[config.mk]
export PLATFORM = sky130hd
export DESIGN_NAME = alu_rv32i
export DESIGN_NICKNAME = d
export VERILOG_FILES = /design/src/rtl/alu_rv32i.sv
export SDC_FILE = /design/constraint.sdc
export NUM_CORES = 1
export LEC_CHECK = 0
export CORE_UTILIZATION = 25
export DETAILED_ROUTE_END_ITERATION = 8
export PLACE_DENSITY = 0.5
export SLEW_MARGIN = 30
export SYNTH_ARGS = -nofsm -noshare
export SYNTH_HDL_FRONTEND = slang
export SYNTH_SLANG_ARGS = --single-unit
export TNS_END_PERCENT = 100
[constraint.sdc]
create_clock -name clk -period 10.2 [get_ports clk]
set_input_delay 1.53 -clock clk [delete_from_list [all_inputs] [get_ports clk]]
set_output_delay 1.53 -clock clk [all_outputs]
set_load 0.02 [all_outputs]
[src/rtl/alu_rv32i.sv]
// rtl/alu_rv32i.sv - RV32I execute-stage ALU with registered EX/MEM copy
//
// Purpose: combinational RV32I ALU (arithmetic, logic, shift, compare, LUI,
// link address, branch condition) plus a one-cycle registered copy of its
// outputs. Optional RV32M multiply/divide is enabled by defining the macro
// ALU_MULDIV_EN; without it codes 32-39 behave as unlisted codes.
//
// Ports:
//   clk          rising-edge clock, drives only the registered outputs
//   rst_n        synchronous active-low reset of the registered outputs
//   alucode      6-bit operation select
//   r1, r2       rs1 / rs2 values
//   imm          sign-extended immediate (already shifted for LUI)
//   pc           PC of the instruction
//   using_r2     1: opB = r2, 0: opB = imm
//   using_pc     1: opA = pc, 0: opA = r1
//   alu_result   combinational result
//   br           combinational branch/jump-taken flag
//   alu_result_q registered alu_result
//   br_q         registered br

module alu_rv32i (
    input  logic        clk,
    input  logic        rst_n,
    input  logic [5:0]  alucode,
    input  logic [31:0] r1,
    input  logic [31:0] r2,
    input  logic [31:0] imm,
    input  logic [31:0] pc,
    input  logic        using_r2,
    input  logic        using_pc,
    output logic [31:0] alu_result,
    output logic        br,
    output logic [31:0] alu_result_q,
    output logic        br_q
);

    localparam logic [5:0] OP_ADD    = 6'd0;
    localparam logic [5:0] OP_SUB    = 6'd1;
    localparam logic [5:0] OP_SLT    = 6'd2;
    localparam logic [5:0] OP_SLTU   = 6'd3;
    localparam logic [5:0] OP_XOR    = 6'd4;
    localparam logic [5:0] OP_OR     = 6'd5;
    localparam logic [5:0] OP_AND    = 6'd6;
    localparam logic [5:0] OP_SLL    = 6'd7;
    localparam logic [5:0] OP_SRL    = 6'd8;
    localparam logic [5:0] OP_SRA    = 6'd9;
    localparam logic [5:0] OP_LUI    = 6'd10;
    localparam logic [5:0] OP_JAL    = 6'd11;
    localparam logic [5:0] OP_JALR   = 6'd12;
    localparam logic [5:0] OP_BEQ    = 6'd13;
    localparam logic [5:0] OP_BNE    = 6'd14;
    localparam logic [5:0] OP_BLT    = 6'd15;
    localparam logic [5:0] OP_BGE    = 6'd16;
    localparam logic [5:0] OP_BLTU   = 6'd17;
    localparam logic [5:0] OP_BGEU   = 6'd18;
`ifdef ALU_MULDIV_EN
    localparam logic [5:0] OP_MUL    = 6'd32;
    localparam logic [5:0] OP_MULH   = 6'd33;
    localparam logic [5:0] OP_MULHSU = 6'd34;
    localparam logic [5:0] OP_MULHU  = 6'd35;
    localparam logic [5:0] OP_DIV    = 6'd36;
    localparam logic [5:0] OP_DIVU   = 6'd37;
    localparam logic [5:0] OP_REM    = 6'd38;
    localparam logic [5:0] OP_REMU   = 6'd39;
`endif

    logic [31:0] op_a;
    logic [31:0] op_b;
    logic [4:0]  shamt;

    assign op_a  = using_pc ? pc : r1;
    assign op_b  = using_r2 ? r2 : imm;
    assign shamt = op_b[4:0];

`ifdef ALU_MULDIV_EN
    // Operands widened to 64 bits with the signedness each MULH variant needs;
    // a 64x64 product truncated to 64 bits is the exact 32x32 product.
    logic [63:0] a_s64;
    logic [63:0] a_u64;
    logic [63:0] b_s64;
    logic [63:0] b_u64;
    logic [31:0] mul_lo;
    logic [31:0] mulh_ss;
    logic [31:0] mulh_su;
    logic [31:0] mulh_uu;
    logic [31:0] div_q;
    logic [31:0] div_r;
    logic [31:0] divu_q;
    logic [31:0] divu_r;

    assign a_s64   = {{32{op_a[31]}}, op_a};
    assign a_u64   = {32'd0, op_a};
    assign b_s64   = {{32{op_b[31]}}, op_b};
    assign b_u64   = {32'd0, op_b};
    assign mul_lo  = op_a * op_b;
    assign mulh_ss = 32'((a_s64 * b_s64) >> 32);
    assign mulh_su = 32'((a_s64 * b_u64) >> 32);
    assign mulh_uu = 32'((a_u64 * b_u64) >> 32);

    // Divide-by-zero and signed overflow are resolved explicitly so the
    // native operators only ever see well-defined operands.
    always_comb begin
        div_q  = 32'hFFFF_FFFF;
        div_r  = op_a;
        divu_q = 32'hFFFF_FFFF;
        divu_r = op_a;
        if (op_b != 32'd0) begin
            divu_q = op_a / op_b;
            divu_r = op_a % op_b;
            if (op_a == 32'h8000_0000 && op_b == 32'hFFFF_FFFF) begin
                div_q = 32'h8000_0000;
                div_r = 32'd0;
            end else begin
                div_q = $unsigned($signed(op_a) / $signed(op_b));
                div_r = $unsigned($signed(op_a) % $signed(op_b));
            end
        end
    end
`endif

    always_comb begin
        alu_result = 32'd0;
        br         = 1'b0;
        case (alucode)
            OP_ADD:  alu_result = op_a + op_b;
            OP_SUB:  alu_result = op_a - op_b;
            OP_SLT:  alu_result = {31'd0, $signed(op_a) < $signed(op_b)};
            OP_SLTU: alu_result = {31'd0, op_a < op_b};
            OP_XOR:  alu_result = op_a ^ op_b;
            OP_OR:   alu_result = op_a | op_b;
            OP_AND:  alu_result = op_a & op_b;
            OP_SLL:  alu_result = op_a << shamt;
            OP_SRL:  alu_result = op_a >> shamt;
            OP_SRA:  alu_result = $unsigned($signed(op_a) >>> shamt);
            OP_LUI:  alu_result = imm;
            OP_JAL, OP_JALR: begin
                alu_result = pc + 32'd4;
                br         = 1'b1;
            end
            // Branch conditions compare the raw register values.
            OP_BEQ:  br = (r1 == r2);
            OP_BNE:  br = (r1 != r2);
            OP_BLT:  br = ($signed(r1) < $signed(r2));
            OP_BGE:  br = ($signed(r1) >= $signed(r2));
            OP_BLTU: br = (r1 < r2);
            OP_BGEU: br = (r1 >= r2);
`ifdef ALU_MULDIV_EN
            OP_MUL:    alu_result = mul_lo;
            OP_MULH:   alu_result = mulh_ss;
            OP_MULHSU: alu_result = mulh_su;
            OP_MULHU:  alu_result = mulh_uu;
            OP_DIV:    alu_result = div_q;
            OP_DIVU:   alu_result = divu_q;
            OP_REM:    alu_result = div_r;
            OP_REMU:   alu_result = divu_r;
`endif
            default: begin
                alu_result = 32'd0;
                br         = 1'b0;
            end
        endcase
    end

    always_ff @(posedge clk) begin
        if (!rst_n) begin
            alu_result_q <= 32'd0;
            br_q         <= 1'b0;
        end else begin
            alu_result_q <= alu_result;
            br_q         <= br;
        end
    end

endmodule

==> results.py <==
metrics = {
    "run_status": {
        "status": "completed",
    },
    "clock_tree": {
        "h-tree-depth": 2,
        "postCtsHoldBufs": 0,
        "cts_tree": "built",
        "clk_pin_slew_ns": 0.07,
        "clockRootBuffer": "clkbuf_16",
        "numCtsBuffers": 5,
        "cts_setup_buffers": 0,
        "cts_num_sinks": 33,
        "cts_buffer_depth": 2,
        "cts_resized": 0,
    },
    "floorplan": {
        "die_h_um": 231,
        "initial_utilization": 0.254,
        "pin_count": 204,
        "rows": 83,
        "die_w_um": 231,
        "die_area_mm2": 0.0532,
        "coreArea_mm2": 0.0515,
    },
    "layout": {
        "multiInputGateArea_mm2": 0.0113,
        "diodes": 0,
        "regArea_um2": 661,
        "fin_area_mm2": 0.0158,
        "layout_common_cells": "clkdlybuf4s50_1, nand2_1, nor2_1, mux2i_1",
        "fillerInstances": 5694,
        "drive_above_1_share": 0.0615,
        "layout_commonest_cell": "clkdlybuf4s50_1",
        "area_growth_pct": 21.1,
        "finalNetCount": 2278,
    },
    "global_routing": {
        "grt_start_max_net_pins": 70,
        "track_usage": 0.289,
        "antenna_found_initial": 4,
        "grt_pass1_wl_um": 113000,
        "grt_pass1_vias": 15356,
        "overflow": 0,
    },
    "timing": {
        "holdWs_ns": 2.07,
        "rsz0062_at_grt": "no",
        "report.final.slew_viol_count": 0,
        "slew_headroom": 0.320,
        "tns_ns": 0,
        "worst_pin_slew_ns": 1.01,
        "hold_viol_final": 0,
        "fmax_mhz": 119,
        "setup_viol": 0,
        "min_period_ns": 8.42,
        "fin_crit_sh": 0.825,
    },
    "worst_setup_path": {
        "crit_path_end_kind": "output port",
        "cpLargestDelayFamily": "compound AO/OA/AOI/OAI gates",
        "worstPathCellList": "buf_2, buf_4, mux2i_2, buf_4, ha_1, o21a_1, o31a_1, o41a_1, a41o_1, a221oi_4, o22ai_1, o21ai_0, nand3_1, clkdlybuf4s50_1",
        "worstSetupStartpointType": "primary input",
        "crit_top_cell": "buf_4",
        "critPathMaxStageDelay_ns": 0.74,
        "path_max_fanout": 36,
        "arrival_ns": 6.89,
        "critPathBufInv": 4,
        "crit_type": "primary input to output port",
        "cp.required_ns": 8.67,
        "cp_slowest_cell": "o21ai_0",
    },
    "pwr": {
        "ir_worst_vdd_uv": 54.0,
        "p_leak_uw": 0.00662,
        "power-per-cell-area_mw_per_mm2": 89.1,
    },
    "logic_synthesis": {
        "synth-main-ff-cell": "dfxtp_1",
        "synthArstFlopShare": 0,
        "synthCells": 1887,
        "synth_top_cell_area_share": 0.132,
        "yosysWarnings": 0,
        "yosysTopAreaCell": "ha_1",
        "synth-seq-area-share": 0.0506,
        "syn-num-nets": 2165,
        "synth_cell_types": 93,
        "synth_edf_count": 0,
        "ys_ff_latch": 33,
        "synth_area_leaders": "ha_1, mux2i_1, a21oi_1",
        "avgSynthCellArea_um2": 6.92,
        "syn_area_mm2": 0.0131,
    },
    "place": {
        "hpwl_um": 63500,
        "gp_congestion": 1.03,
        "dpl_cell_area_mm2": 0.0156,
        "io_buffers": 203,
    },
    "routing": {
        "routed_wl_um": 79500,
        "ant_nets": 0,
        "wl_per_cell_um": 29.7,
        "dr.first_iter.drc_count": 2340,
        "drc": 0,
        "routed_via_density": 6.10,
        "drt_pre_antenna_iters": 5,
        "num_vias": 16342,
    },
    "run": {
        "maxCapViolations": 0,
    },
    "hold_path": {
        "hp-class": "primary input to flip-flop",
    },
}
-- flip-flops by register name, indices dropped and copies added, names as in the netlist --
| register | count |
|---|---|
| alu_result_q | 32 |
| br_q | 1 |
-- cells in the mapped netlist, drive strengths merged (9+ instances only) --
master / n
o311ai: 9
a221o: 13
o211ai: 46
clkbuf: 79
nor3: 44
buf: 55
a22oi: 22
mux2: 14
a221oi: 28
a21o: 25
xor2: 9
a31oi: 24
nand4: 23
and2: 39
o21ai: 91
ha: 138
nor4: 15
nand2b: 18
nand2: 180
o2111ai: 17
nor2b: 17
nor2: 176
inv: 132
o221ai: 17
and3: 15
a21oi: 138
xnor2: 28
a211oi: 29
dfxtp: 33
o21bai: 20
a2111oi: 10
mux2i: 171
nand3: 44
o31ai: 12
a211o: 10
o22ai: 18
-- power by group --
group | internal, uW | total, uW | switching [uW]
sequential | 140 | 143 | 2.86
combinational | 378 | 1070 | 687
clock | 116 | 201 | 84.9
-- path summary, 6_finish.rpt --
| kind | cells past startpoint | from | endpoint |
|---|---|---|---|
| min | 2 | alucode[5] | br_q |
| max | 14 | using_r2 | alu_result[20] |
-- cell families (layout without fill, tap and decap cells) --
family,count (synthesis),in the layout,share of synthesized area
xor gates and xnor gates,37,37,0.0248
DFF,33,33,0.0506
adders and majority gates,140,140,0.135
buffers and inverters,267,381,0.0850
AOI/OAI and AO/OA,617,617,0.332
and+or+nand+nor,604,604,0.217
muxes,189,189,0.155
-- layout make-up --
class,count,area share
clock inverters,3,0.00293
flip-flops and latches,33,0.0418
repair buffers,240,0.145
multi-input cells,1587,0.717
clock buffers,5,0.00791
inverters,133,0.0317
well taps,680,0.0538
-- per-layer routing --
layer / part of all wire / track usage / vias to the layer above
li1: - / - / 7264
met1: 0.44 / 0.399 / 7954
met2: 0.43 / 0.443 / 973
met3: 0.095 / 0.0547 / 147
met4: 0.042 / 0.105 / 4
met5: 0.00034 / 0 / -
-- through the flow --
stage,worst slack [ns],power [uW],utilization,instances
6_report,1.78,1410,0.307,2681
5_1_grt,1.67,1480,0.307,2681
4_1_cts,1.89,1390,0.307,2681
3_5_place_dp,1.89,1180,0.304,2673
3_3_place_gp,1.93,1180,0.304,2673
2_1_floorplan,2.80,775,-,1887
Power figures use the tool's default switching activity.
